<file path="src/rtl/dq_read_capture_pkg.sv">
// Shared definitions for the DDR3 read capture path: FSM encoding and
// the DQS preamble recognition rule.
package dq_read_capture_pkg;

  typedef enum logic [1:0] {
    IDLE   = 2'd0,
    SEARCH = 2'd1,
    SECOND = 2'd2
  } state_t;

  localparam int CNT_W = 8;

  // Toggle pattern listed earliest-first, i.e. h[4+k], h[5+k], h[6+k], h[7+k]
  localparam logic [3:0] DQS_PREAMBLE = 4'b1010;
  // DQS must be low in the sample just before the first rising edge
  localparam logic       DQS_PRE_EDGE = 1'b0;

  // w = h[7+k:3+k] of the DQS history
  function automatic logic is_preamble(input logic [4:0] w);
    return (w[0] == DQS_PRE_EDGE) && ({w[1], w[2], w[3], w[4]} == DQS_PREAMBLE);
  endfunction

endpackage

</file>
<file path="src/rtl/dq_lane_align.sv">
// Per-pin two-word history plus the 4:1 bit-offset slice selector.
module dq_lane_align (
  input  logic        clk,
  input  logic        rst,
  input  logic [3:0]  din,
  input  logic [1:0]  k,
  output logic [11:0] hist,
  output logic [3:0]  slice
);

  logic [3:0] prev;
  logic [3:0] prev2;

  always_ff @(posedge clk) begin
    if (rst) begin
      prev  <= '0;
      prev2 <= '0;
    end else begin
      prev  <= din;
      prev2 <= prev;
    end
  end

  assign hist = {din, prev, prev2};

  always_comb begin
    slice = hist[7:4];
    unique case (k)
      2'd0: slice = hist[7:4];
      2'd1: slice = hist[8:5];
      2'd2: slice = hist[9:6];
      2'd3: slice = hist[10:7];
      default: slice = hist[7:4];
    endcase
  end

endmodule

</file>
<file path="src/rtl/dq_read_capture.sv">
// DDR3 read capture: locks on the DQS preamble after each read command and
// assembles one BL8 burst per DQ lane.
module dq_read_capture #(
  parameter int DQ_WIDTH = 8,
  parameter int WINDOW   = 16
) (
  input  logic                  clk,
  input  logic                  rst,
  input  logic [4*DQ_WIDTH-1:0] din_dq,
  input  logic [3:0]            din_dqs,
  input  logic                  rd_start,
  output logic                  busy,
  output logic [8*DQ_WIDTH-1:0] rd_data,
  output logic                  rd_valid,
  output logic [1:0]            rd_offset,
  output logic                  rd_timeout,
  output logic                  rd_overrun
);
  import dq_read_capture_pkg::*;

  localparam logic [CNT_W-1:0] WIN_LAST = CNT_W'(WINDOW - 1);

  state_t                  state, state_nxt;
  logic [CNT_W-1:0]        win_cnt;
  logic [11:0]             dqs_hist;
  logic [3:0]              dqs_slice;
  logic [12*DQ_WIDTH-1:0]  dq_hist;
  logic [4*DQ_WIDTH-1:0]   dq_slice;
  logic [4*DQ_WIDTH-1:0]   beats_lo_p1;
  logic [8*DQ_WIDTH-1:0]   burst;
  logic [1:0]              k_hit, k_sel;
  logic                    hit, start_ok, tmo;

  // History taps are only consumed on the strobe pin, the slice only on DQ
  logic unused_taps;
  assign unused_taps = ^{dq_hist, dqs_slice};

  dq_lane_align u_dqs_align (
    .clk   (clk),
    .rst   (rst),
    .din   (din_dqs),
    .k     (k_sel),
    .hist  (dqs_hist),
    .slice (dqs_slice)
  );

  for (genvar i = 0; i < DQ_WIDTH; i++) begin : g_lane
    dq_lane_align u_align (
      .clk   (clk),
      .rst   (rst),
      .din   (din_dq[4*i +: 4]),
      .k     (k_sel),
      .hist  (dq_hist[12*i +: 12]),
      .slice (dq_slice[4*i +: 4])
    );
  end

  // Descending scan so the smallest matching offset is the one that sticks
  always_comb begin
    hit   = 1'b0;
    k_hit = 2'd0;
    for (int k = 3; k >= 0; k--) begin
      if (is_preamble(dqs_hist[k+3 +: 5])) begin
        hit   = 1'b1;
        k_hit = 2'(k);
      end
    end
  end

  assign k_sel    = (state == SEARCH) ? k_hit : rd_offset;
  assign start_ok = rd_start && (state == IDLE) && !rd_valid && !rd_timeout;
  assign tmo      = (state == SEARCH) && !hit && (win_cnt == WIN_LAST);
  assign busy     = (state != IDLE);

  always_comb begin
    burst = '0;
    for (int i = 0; i < DQ_WIDTH; i++)
      burst[8*i +: 8] = {dq_slice[4*i +: 4], beats_lo_p1[4*i +: 4]};
  end

  always_comb begin
    state_nxt = state;
    unique case (state)
      IDLE:    if (start_ok) state_nxt = SEARCH;
      SEARCH:  if (hit) state_nxt = SECOND;
               else if (tmo) state_nxt = IDLE;
      SECOND:  state_nxt = IDLE;
      default: state_nxt = IDLE;
    endcase
  end

  always_ff @(posedge clk) begin
    if (rst) begin
      state      <= IDLE;
      win_cnt    <= '0;
      rd_valid   <= 1'b0;
      rd_timeout <= 1'b0;
      rd_overrun <= 1'b0;
      rd_offset  <= 2'd0;
      rd_data    <= '0;
    end else begin
      state      <= state_nxt;
      rd_valid   <= (state == SECOND);
      rd_timeout <= tmo;
      rd_overrun <= rd_start && !start_ok;
      if (start_ok)
        win_cnt <= '0;
      else if (state == SEARCH)
        win_cnt <= win_cnt + 1'b1;
      if ((state == SEARCH) && hit)
        rd_offset <= k_hit;
      if (state == SECOND)
        rd_data <= burst;
    end
  end

  // p1: first half of the burst, captured in the lock cycle
  always_ff @(posedge clk) begin
    if ((state == SEARCH) && hit)
      beats_lo_p1 <= dq_slice;
  end

endmodule

</file>
<file path="config.mk">
export PLATFORM = sky130hd
export DESIGN_NAME = dq_read_capture
export DESIGN_NICKNAME = d
export VERILOG_FILES = /design/src/rtl/dq_read_capture_pkg.sv /design/src/rtl/dq_lane_align.sv /design/src/rtl/dq_read_capture.sv
export SDC_FILE = /design/constraint.sdc
export NUM_CORES = 1
export LEC_CHECK = 0
export BUFFER_PORTS_ARGS = -buffer_cell sky130_fd_sc_hd__buf_4
export CORE_AREA = 2 2 149 151
export DETAILED_ROUTE_END_ITERATION = 16
export DIE_AREA = 0 0 151 153
export HOLD_SLACK_MARGIN = 0.02
export PLACE_DENSITY_LB_ADDON = 0.1
export SLEW_MARGIN = 20
export SYNTH_ARGS = -nofsm -noshare
export SYNTH_HDL_FRONTEND = slang
export SYNTH_HIERARCHICAL = 1
export SYNTH_SLANG_ARGS = --single-unit
</file>
<file path="constraint.sdc">
create_clock -name clk -period 5 [get_ports clk]
set_input_delay 0.5 -clock clk [delete_from_list [all_inputs] [get_ports clk]]
set_output_delay 0.5 -clock clk [all_outputs]
set_load 0.03 [all_outputs]
</file>
## Word-level counts from Yosys, hierarchy flattened

Index checks and enable logic that the tools add are counted.

- Register bits after elaboration: 151
- Input bits: 39
- Output and inout port bits: 70
- Logic and storage cells: 76

- $add $sub $neg: 1
- Equal/unequal tests: 12
- Muxes and demuxes: 21
- Bitwise logic cells: 4
- Reductions and logical operators: 20

Operator list:

| cell | count |
|---|---|
| 4-bit case mux with 4 select lines | 8 |
| 4-bit equality test (second input constant) | 4 |
| 2-bit 2-to-1 mux | 8 |
| 1-bit logical AND | 11 |
| 8-bit by 1-bit adder with 8-bit output (second input constant) | 1 |
| 8-bit by 4-bit equality test with 1-bit output (second input constant) | 1 |
| 2-bit equality test (second input constant) | 3 |
| 2-bit by 1-bit equality test with 1-bit output (second input constant) | 2 |
| 1-bit zero test | 4 |
| 2-bit zero test | 2 |
| 1-bit 2-to-1 mux | 4 |
| 1-bit NOT | 4 |
| 2-bit case mux with 2 select lines | 1 |
| 3-bit inequality test (second input constant) | 1 |
| 2-bit inequality test (second input constant) | 1 |
| 2-bit AND reduction | 1 |
| 2-bit nonzero test | 1 |
| 2-bit OR reduction | 1 |

## Longest topological paths before layout

Gate-level depths: netlist (run 1).

- Word-level depth: 12
- Mapped depth: 7
- Depth with buffers taken out: 6

## Cells and area by module

The synthesis (run 1) kept the hierarchy.

By module, submodules not included:

| module | times used | cells an instance | area each (um^2) | seq. area each (um^2) |
|---|---|---|---|---|
| dq_read_capture | 1 | 392 | 3848.7 | 2542.4 |
| dq_lane_align | 9 | 24 | 345.3 | 160.2 |

## Worst setup path before layout (run 1)

Ideal clock, no wire load.

- Path type: input port to flip-flop
- Start: input din_dqs[0]
- End: register beats_lo_p1[0], data pin
- Setup time: 0.281 ns
- Data arrival time: 3.829 ns
- Required time: 4.719 ns
- Slack: 0.890 ns
- Stages: 5
- Path through: buf_4 nor3b_1 o21ai_1 o21ai_1 mux4_1

- Cells in the longest elaborated chain, start to end: 9
- Elaborated cells between the ends (all ways): 16
- Classes of those cells: eq/ne (6); mux (6); reduce/logical (4)

Ends and longest elaborated chain:

| item | RTL line | source |
|---|---|---|
| start: declaration | dq_read_capture.sv:10 | `input logic [3:0] din_dqs,` |
| 4-bit equality test | dq_read_capture_pkg.sv:20 | `return (w[0] == DQS_PRE_EDGE) && ({w[1], w[2], w[3], w[4]} == DQS_PREAMBLE);` |
| 1-bit logical AND | dq_read_capture_pkg.sv:20 |  |
| 2-bit 2-to-1 mux (2 in a row) | dq_read_capture.sv:63 | `if (is_preamble(dqs_hist[k+3 +: 5])) begin` |
| 2-bit 2-to-1 mux (*) (2 in a row) | dq_read_capture.sv:63 |  |
| 2-bit 2-to-1 mux (*) | dq_read_capture.sv:70 | `assign k_sel = (state == SEARCH) ? k_hit : rd_offset;` |
| named net k_sel[0] | dq_read_capture.sv:31 | `logic [1:0] k_hit, k_sel;` |
| 2-bit equality test, or another cell as far along | dq_lane_align.sv:28 | `unique case (k)` |
| 4-bit case mux with 4 select lines (*) | dq_lane_align.sv:28 |  |
| named net burst[4] | dq_read_capture.sv:30 | `logic [8*DQ_WIDTH-1:0] burst;` |
| end signal: assignment | dq_read_capture.sv:120 | `beats_lo_p1 <= dq_slice;` |
| end: declaration | dq_read_capture.sv:29 | `logic [4*DQ_WIDTH-1:0] beats_lo_p1;` |

The timed path passes the listed nets; every way through them passes the cells marked *.
A chain may end at the register's enable or synchronous reset.

## Final worst setup path (run 1)

- Start: register u_dqs_align.prev[3]
- End: register rd_data[21]

- Cells in the longest elaborated chain, start to end: 9
- Elaborated cells between the ends (all ways): 18
- Classes of those cells: eq/ne (7); mux (6); reduce/logical (5)

Ends and longest elaborated chain:

| item | RTL line | source |
|---|---|---|
| start: declaration | dq_lane_align.sv:11 | `logic [3:0] prev;` |
| start signal: assignment | dq_lane_align.sv:19 | `prev <= din;` |
| 4-bit equality test | dq_read_capture_pkg.sv:20 |  |
| 1-bit logical AND | dq_read_capture_pkg.sv:20 |  |
| 2-bit 2-to-1 mux (3 in a row) | dq_read_capture.sv:63 |  |
| 2-bit 2-to-1 mux (*) | dq_read_capture.sv:63 |  |
| 2-bit 2-to-1 mux (*) | dq_read_capture.sv:70 |  |
| named net k_sel[0] | dq_read_capture.sv:31 |  |
| 2-bit equality test, or another cell as far along | dq_lane_align.sv:28 |  |
| 4-bit case mux with 4 select lines (*) | dq_lane_align.sv:28 |  |
| named net burst[21] | dq_read_capture.sv:30 |  |
| end signal: assignment | dq_read_capture.sv:113 | `rd_data <= burst;` |
| end: declaration | dq_read_capture.sv:13 | `output logic [8*DQ_WIDTH-1:0] rd_data,` |

Marked as above.

==> impl_metrics.json, run 1 <==
{
  "fin_crit_ps": 2870,
  "critPathArrivalTime_ps": 3140,
  "diodes": 0,
  "final_nets": 645,
  "cts-root-buf": "clkbuf_16",
  "cts_tree": "yes",
  "syn_area_per_cell_sq_um": 11.3,
  "cap_violations": 0,
  "slew_viol_final": 0,
  "power.leakage_nw": 2.81,
  "power_per_cell_area_mw_per_mm2": 374,
  "worstSetupPathType": "flip-flop to flip-flop",
  "finish.instance_area_sq_mm": 0.00741,
  "drt_pass1_iterations": 4,
  "drt_wl_total_mm": 13.5,
  "synthCells": 501,
  "period_share": 0.573,
  "clkSlewWorstSetupHoldPaths_ps": 60,
  "initial_utilization": 0.265,
  "io_buffers": 108,
  "grt_max_degree": 66,
  "setup_viol_count_final": 0,
  "worst_pin_slew_ps": 1040,
  "grt_use_total": 0.124,
  "relSlewSlack": 0.306,
  "drc": 0,
  "drt-wirelength-per-cell_um": 15.1,
  "core_area_sq_mm": 0.0215,
  "die_w_um": 151,
  "dieArea_sq_mm": 0.0231,
  "viasPerCell": 4.44,
  "antenna_found_initial": 0,
  "irDropWorstVdd_v": 0.000211,
  "regArea_sq_mm": 0.00328,
  "grt_pass1_vias": 4182,
  "post_cts_resized": 0,
  "worstSkewPairLatency_ps": 410,
  "place_area_sq_mm": 0.00678,
  "fmax_ghz": 0.349,
  "multi_input_area_sq_mm": 0.00230,
  "rsz0062_at_grt": "false",
  "layout-drive-gt1-share": 0.236,
  "setup_tns_ps": 0,
  "die_h_um": 153,
  "ctsHoldBuffers": 0,
  "clock-skew-final_ps": 7.03,
  "cts.sinks": 148,
  "nFillCells": 2205,
  "htreeDepth": 4,
  "syn_nets": 541,
  "required_ps": 5270,
  "cp-end-kind": "flip-flop",
  "grt.overflow.total": 0,
  "layout-area-overhead-vs-synth_pct": 30.3,
  "status": "finished, final reports clean",
  "netlist_area_sq_mm": 0.00568,
  "hold_class": "input pin to flip-flop",
  "place_hpwl_mm": 8.90,
  "crit_path_max_fanout": 18,
  "hold_viol": 0,
  "cts_setup_buffers": 0,
  "rows": 54,
  "cts_buffer_depth": 2,
  "setup.worst_path.start_class": "flip-flop",
  "cts_buffers": 17,
  "vias": 3986,
  "ios": 109,
  "place_congestion": 0.718,
  "holdWs_ps": 295,
  "ant_nets": 0,
  "grt_first_pass_wirelength_mm": 22.1,
  "yosysWarnings": 6,
  "drt_iter0_drc": 187
}
[worst paths after layout]
path,slack (ps),depth (start not counted),endpoint,from
max,2130,7,rd_data[21]$_SDFFE_PP0P_,u_dqs_align/prev[3]$_SDFF_PP0_
min,300,2,u_dqs_align/prev[3]$_SDFF_PP0_,din_dqs[3]
max reg2reg,2130,7,rd_data[21]$_SDFFE_PP0P_,u_dqs_align/prev[3]$_SDFF_PP0_
min reg2reg,450,2,rd_data[34]$_SDFFE_PP0P_,rd_data[34]$_SDFFE_PP0P_
[sequential cells by signal (all words and copies together), names as in the netlist]
| register | count |
|---|---|
| u_dqs_align/prev | 4 |
| state | 2 |
| rd_overrun | 1 |
| rd_timeout | 1 |
| g_lane.u_align/prev | 32 |
| rd_data | 64 |
| u_dqs_align/prev2 | 1 |
| win_cnt | 8 |
| rd_offset | 2 |
| rd_valid | 1 |
| beats_lo_p1 | 32 |
[worst max-delay path: stages, from the launching register on]
cell     delay, ps
dfxtp_1        340
nor3b_1        320
o21ai_1        250
o21ai_4        630
buf_4          400
mux4_1         620
nand2_1         80
a21oi_1         70
[metal layers]
metal / track usage / share of wire / wire (um) / up-vias
met1: 0.154 / 0.45 / 6090 / 1923
met5: 0 / 0 / 0 / -
li1: - / - / - / 1974
met3: 0.0388 / 0.050 / 678 / 17
met2: 0.201 / 0.48 / 6570 / 72
met4: 0.0467 / 0.016 / 214 / 0
[power breakdown]
| group | switching [W] | leakage [nW] | internal [W] |
|---|---|---|---|
| sequential | 0.0000129 | 1.24 | 0.00125 |
| combinational | 0.0000780 | 1.27 | 0.0000724 |
| clock | 0.000478 | 0.303 | 0.000878 |
[final cells by class]
class	instances	area share
multi-input cells	324	0.310
clock inverters	12	0.0250
repair buffers	113	0.115
clock buffers	20	0.0590
inverters	1	0.000507
flip-flops and latches	148	0.443
well taps	280	0.0473
[cells in the final DEF, fill, tap and decap left out, drive strengths merged, types with 2 or more instances in the layout]
| cell | instances |
|---|---|
| a21oi | 67 |
| mux4 | 32 |
| and3 | 3 |
| nand2b | 3 |
| clkinv | 6 |
| xor2 | 6 |
| edfxtp | 32 |
| bufinv | 5 |
| nor3b | 2 |
| o21ai | 3 |
| buf | 113 |
| dfxtp | 116 |
| nor2 | 11 |
| nand4 | 5 |
| nand2 | 135 |
| or4 | 2 |
| nor2b | 42 |
| clkbuf | 20 |
[through the flow]
step	std cells	power, W	util	setup WS (ps)
after floorplan	501	0.00138	-	1120
after global placement	866	0.00144	0.316	1900
after detailed placement	866	0.00144	0.316	1860
after CTS	898	0.00281	0.345	2120
after global routing	898	0.00288	0.345	1860
final	898	0.00277	0.345	2130
Note: power is estimated with default switching activity, not from simulation.
==> inputs of run 2 (changes only) <==
- clock period: 5 -> 2.75 ns (I/O delays scaled with it)
==> impl_metrics.json, run 2 (synthesis results as in run 1) <==
{
  "status": "finished, final reports clean",
  "hold_viol": 0,
  "wl_met2_mm": 6.22,
  "pre_cts_ws_ps": 371,
  "dieArea_sq_mm": 0.0231,
  "htreeDepth": 4,
  "hold_end": "g_lane[6].u_align/prev[3]$_SDFF_PP0_",
  "slew_viol_final": 0,
  "die_w_um": 151,
  "grt_pass1_vias": 4003,
  "cp-end-kind": "flip-flop",
  "regArea_sq_mm": 0.00328,
  "cts_buffers": 17,
  "core_area_sq_mm": 0.0215,
  "drt-met1-wl_mm": 6.32,
  "cts_buffer_depth": 2,
  "post_cts_resized": 0,
  "regToRegEndpoint": "rd_data[61]$_SDFFE_PP0P_",
  "drt-wirelength-per-cell_um": 14.8,
  "io_buffers": 108,
  "layout-area-overhead-vs-synth_pct": 30.4,
  "diodes": 0,
  "relSlewSlack": 0.502,
  "reg_top3": "rd_data (64), beats_lo_p1 (32), g_lane.u_align/prev (32)",
  "setup.worst_path.start_class": "flip-flop",
  "cts-root-buf": "clkbuf_16",
  "nFillCells": 2196,
  "worst_pin_slew_ps": 747,
  "finish.instance_area_sq_mm": 0.00741,
  "drc": 0,
  "drt_pass1_iterations": 4,
  "cts_tree": "yes",
  "final_nets": 650,
  "reg2reg_from": "u_dqs_align/prev[3]$_SDFF_PP0_",
  "top_layer": "met4",
  "clkSlewWorstSetupHoldPaths_ps": 60,
  "setup_tns_ps": 0,
  "cap_violations": 0,
  "rsz0062_at_grt": "false",
  "drt_wl_total_mm": 13.4,
  "grt_max_degree": 44,
  "ant_nets": 0,
  "layout_common_cells": "nand2_1, dfxtp_1, buf_4, a21oi_1, nor2b_1",
  "top_register": "rd_data",
  "antenna_found_initial": 0,
  "grt_use_total": 0.120,
  "critPathArrivalTime_ps": 2610,
  "min_from": "din_dq[27]",
  "initial_utilization": 0.265,
  "power_per_cell_area_mw_per_mm2": 635,
  "hold_path_depth": 2,
  "fmax_ghz": 0.429,
  "worstSkewPairLatency_ps": 420,
  "vias": 4002,
  "ctsHoldBuffers": 0,
  "layout_commonest_cell": "nand2_1",
  "fin_crit_ps": 2330,
  "power.leakage_nw": 2.81,
  "die_h_um": 153,
  "grt_first_pass_wirelength_mm": 21.5,
  "largest_register_ffs": 64,
  "layout-drive-gt1-share": 0.250,
  "hold_class": "input pin to flip-flop",
  "multi_input_area_sq_mm": 0.00230,
  "grt.overflow.total": 0,
  "required_ps": 3020,
  "period_share": 0.848,
  "place_congestion": 0.715,
  "irDropWorstVdd_v": 0.000351,
  "cts_setup_buffers": 0,
  "clock-skew-final_ps": 7.54,
  "place_area_sq_mm": 0.00687,
  "wl_met3_um": 667,
  "place_hpwl_mm": 9.09,
  "holdWs_ps": 64.5,
  "crit_path_max_fanout": 13,
  "layout_setup_ws_ps": 418,
  "worstSetupPathType": "flip-flop to flip-flop",
  "timing.reg2reg.setup_slack_ps": 420,
  "reg2reg_depth": 7,
  "rows": 54,
  "viasPerCell": 4.43,
  "cts.sinks": 148,
  "ios": 109,
  "setup_viol_count_final": 0,
  "drt_iter0_drc": 216
}
## run 2: changes by cell type in the layout (fill, tap and decap cells not counted), moves of 2 or more
cell / change
clkinvlp_4: +4
clkinv_1: -2
clkbuf_1: -3
buf_12: +4
bufinv_16: -4
clkinv_2: +4
## run 2: worst max-delay path by stage
stage | from | to | slack, ps | depth (start not counted)
global placement | din_dqs[0] | beats_lo_p1[22]$_DFFE_PP_ | 420 | 6
detailed placement | din_dqs[0] | rd_data[61]$_SDFFE_PP0P_ | 370 | 8
CTS | u_dqs_align/prev[3]$_SDFF_PP0_ | rd_data[61]$_SDFFE_PP0P_ | 410 | 7
global route | u_dqs_align/prev[3]$_SDFF_PP0_ | rd_data[55]$_SDFFE_PP0P_ | 300 | 7
finish | u_dqs_align/prev[3]$_SDFF_PP0_ | rd_data[61]$_SDFFE_PP0P_ | 420 | 7
floorplan | din_dqs[0] | beats_lo_p1[0]$_DFFE_PP_ | 190 | 5
## run 2: area by class of cell
class | count | area share
clock buffer | 17 | 0.0574
clock inverter | 15 | 0.0157
inverter | 1 | 0.000506
multi-input combinational | 324 | 0.310
sequential | 148 | 0.443
tap | 280 | 0.0473
timing repair buffer | 118 | 0.126
## run 2: where the power goes
part	internal, W	total, W	switching, W
clock network	0.00123	0.00213	0.000905
logic	0.000139	0.000280	0.000141
registers	0.00227	0.00229	0.0000229
## run 2: per-layer routing
metal  up-vias  global-route usage
li1       1985                   -
met1      1929               0.158
met2        76               0.189
met3        12              0.0367
met4         0              0.0401
met5         -                   0
## run 2: metrics by stage
step	std cells	utilization	power (W)
floorplan	501	-	0.00251
detailed placement	871	0.320	0.00263
global placement	871	0.320	0.00262
global route	903	0.345	0.00490
CTS	903	0.345	0.00478
finish	903	0.345	0.00471
## run 2: worst max-delay path, cell delays in order, from the launching register on
cell and delay, ps:
dfxtp_1 350, nor3b_1 330, o21ai_1 260, o21ai_4 240, buf_4 270, mux4_1 600
nand2_1 80, a21oi_1 70
==> inputs of run 3 (changes only) <==
- clock period: 2.75 -> 2.3 ns (I/O delays scaled with it)
==> impl_metrics.json, run 3 (synthesis results as in run 1) <==
{
  "drc": 0,
  "grt_pass1_vias": 4121,
  "worst_pin_slew_ps": 474,
  "pre_cts_ws_ps": 138,
  "drt_pass1_iterations": 4,
  "final_nets": 660,
  "clkSlewWorstSetupHoldPaths_ps": 60,
  "drt-wirelength-per-cell_um": 15.1,
  "cts-root-buf": "clkbuf_16",
  "viasPerCell": 4.44,
  "reg_top3": "rd_data (64), beats_lo_p1 (32), g_lane.u_align/prev (32)",
  "required_ps": 2430,
  "hold_class": "input pin to flip-flop",
  "initial_utilization": 0.265,
  "rows": 54,
  "vias": 4052,
  "cts.sinks": 148,
  "clock-skew-final_ps": 7.30,
  "place_hpwl_mm": 9.41,
  "core_area_sq_mm": 0.0215,
  "grt_use_total": 0.124,
  "status": "finished, final reports clean",
  "reg2reg_from": "u_dqs_align/prev[3]$_SDFF_PP0_",
  "relSlewSlack": 0.680,
  "slew_viol_final": 0,
  "hold_viol": 0,
  "io_buffers": 108,
  "die_w_um": 151,
  "cap_violations": 0,
  "antenna_found_initial": 0,
  "layout_setup_ws_ps": 174,
  "worstSetupPathType": "input pin to flip-flop",
  "layout_commonest_cell": "nand2_1",
  "setup_viol_count_final": 0,
  "reg2reg_depth": 5,
  "ant_nets": 0,
  "top_register": "rd_data",
  "rsz0062_at_grt": "false",
  "die_h_um": 153,
  "layout_common_cells": "nand2_1, buf_4, dfxtp_1, a21oi_1, nor2b_1",
  "irDropWorstVdd_v": 0.000467,
  "min_from": "din_dq[19]",
  "diodes": 0,
  "place_congestion": 0.704,
  "cp-end-kind": "flip-flop",
  "dieArea_sq_mm": 0.0231,
  "period_share": 0.924,
  "layout-drive-gt1-share": 0.248,
  "setup.worst_path.start_class": "input pin",
  "power_per_cell_area_mw_per_mm2": 780,
  "power_w": 0.00589,
  "largest_register_ffs": 64,
  "ios": 109,
  "cts_buffers": 17,
  "fin_crit_ps": 2130,
  "drt_iter0_drc": 166,
  "layout-area-overhead-vs-synth_pct": 32.9,
  "grt.overflow.total": 0,
  "worstSkewPairLatency_ps": 420,
  "grt_max_degree": 68,
  "cts_tree": "yes",
  "regToRegEndpoint": "beats_lo_p1[31]$_DFFE_PP_",
  "crit_path_max_fanout": 13,
  "power.leakage_nw": 2.88,
  "fmax_ghz": 0.470,
  "critPathArrivalTime_ps": 2260,
  "htreeDepth": 4,
  "hold_path_depth": 2,
  "drt_wl_total_mm": 13.8,
  "cts_setup_buffers": 0,
  "hold_end": "g_lane[4].u_align/prev[3]$_SDFF_PP0_",
  "cts_buffer_depth": 2,
  "timing.reg2reg.setup_slack_ps": 240,
  "grt_first_pass_wirelength_mm": 22.0
}
[run 3: cell count changes in the layout (fill, tap and decap cells not counted), moves of 4 or more]
cell,delta
clkinv_2,-6
buf_4,+4
clkbuf_1,+5
clkinvlp_4,-4
dlygate4sd3_1,+7
[run 3: how the worst max path moves through the flow]
stage | cells after the start | endpoint | startpoint | slack [ps]
2_1_floorplan | 5 | beats_lo_p1[0]$_DFFE_PP_ | din_dqs[0] | -40
3_3_place_gp | 5 | beats_lo_p1[31]$_DFFE_PP_ | u_dqs_align/prev[2]$_SDFF_PP0_ | 160
6_report | 7 | beats_lo_p1[31]$_DFFE_PP_ | din_dqs[2] | 170
4_1_cts | 5 | beats_lo_p1[31]$_DFFE_PP_ | u_dqs_align/prev[2]$_SDFF_PP0_ | 130
5_1_grt | 9 | rd_data[38]$_SDFFE_PP0P_ | din_dqs[2] | 20
3_5_place_dp | 5 | beats_lo_p1[31]$_DFFE_PP_ | u_dqs_align/prev[2]$_SDFF_PP0_ | 140
[run 3: repair_timing]
item                                    in CTS  in global routing
hold buffers                                 7                  0
endpoints found under the hold margin        7                  0
endpoints found under the setup margin       0                  5
resized for setup                            0                  1
[run 3: routing by layer]
layer	wire (um)	vias up	part of all wire	GRT usage
met5	0	-	0	0
met4	225	0	0.016	0.0503
met3	548	17	0.040	0.0284
met2	6870	85	0.50	0.206
met1	6150	1946	0.45	0.156
li1	-	2004	-	-
[run 3: through the flow]
| stage | utilization | hold slack [ps] | area, sq um | instances | TNS, ps |
|---|---|---|---|---|---|
| 6_report | 0.352 | 42.3 | 7550 | 913 | 0 |
| 5_1_grt | 0.352 | 33.0 | 7550 | 913 | 0 |
| 4_1_cts | 0.351 | 25.7 | 7550 | 913 | 0 |
| 3_5_place_dp | 0.321 | 449 | 6890 | 874 | 0 |
| 3_3_place_gp | 0.321 | 444 | 6890 | 874 | 0 |
| 2_1_floorplan | - | 302 | 5720 | 501 | -1470 |
[run 3: final cells by class]
| cell class | instances | area [sq um] |
|---|---|---|
| clock buffers | 23 | 458 |
| clock inverters | 9 | 129 |
| fillers | 2166 | 13900 |
| inverters | 1 | 3.75 |
| multi-input cells | 324 | 2310 |
| flip-flops and latches | 148 | 3280 |
| well taps | 280 | 350 |
| repair buffers | 128 | 1020 |
[run 3: worst max-delay path: stages]
cell and delay [ps]:
dlygate4sd3_1 530, buf_4 130, nor2b_1 180, o21ai_2 150, o21ai_4 220, buf_12 180, mux4_1 630
[run 3: power breakdown]
group / leakage (nW) / internal, W / switching [W]
Sequential: 1.24 / 0.00271 / 0.0000301
Clock: 0.283 / 0.00173 / 0.00106
Combinational: 1.36 / 0.000179 / 0.000174
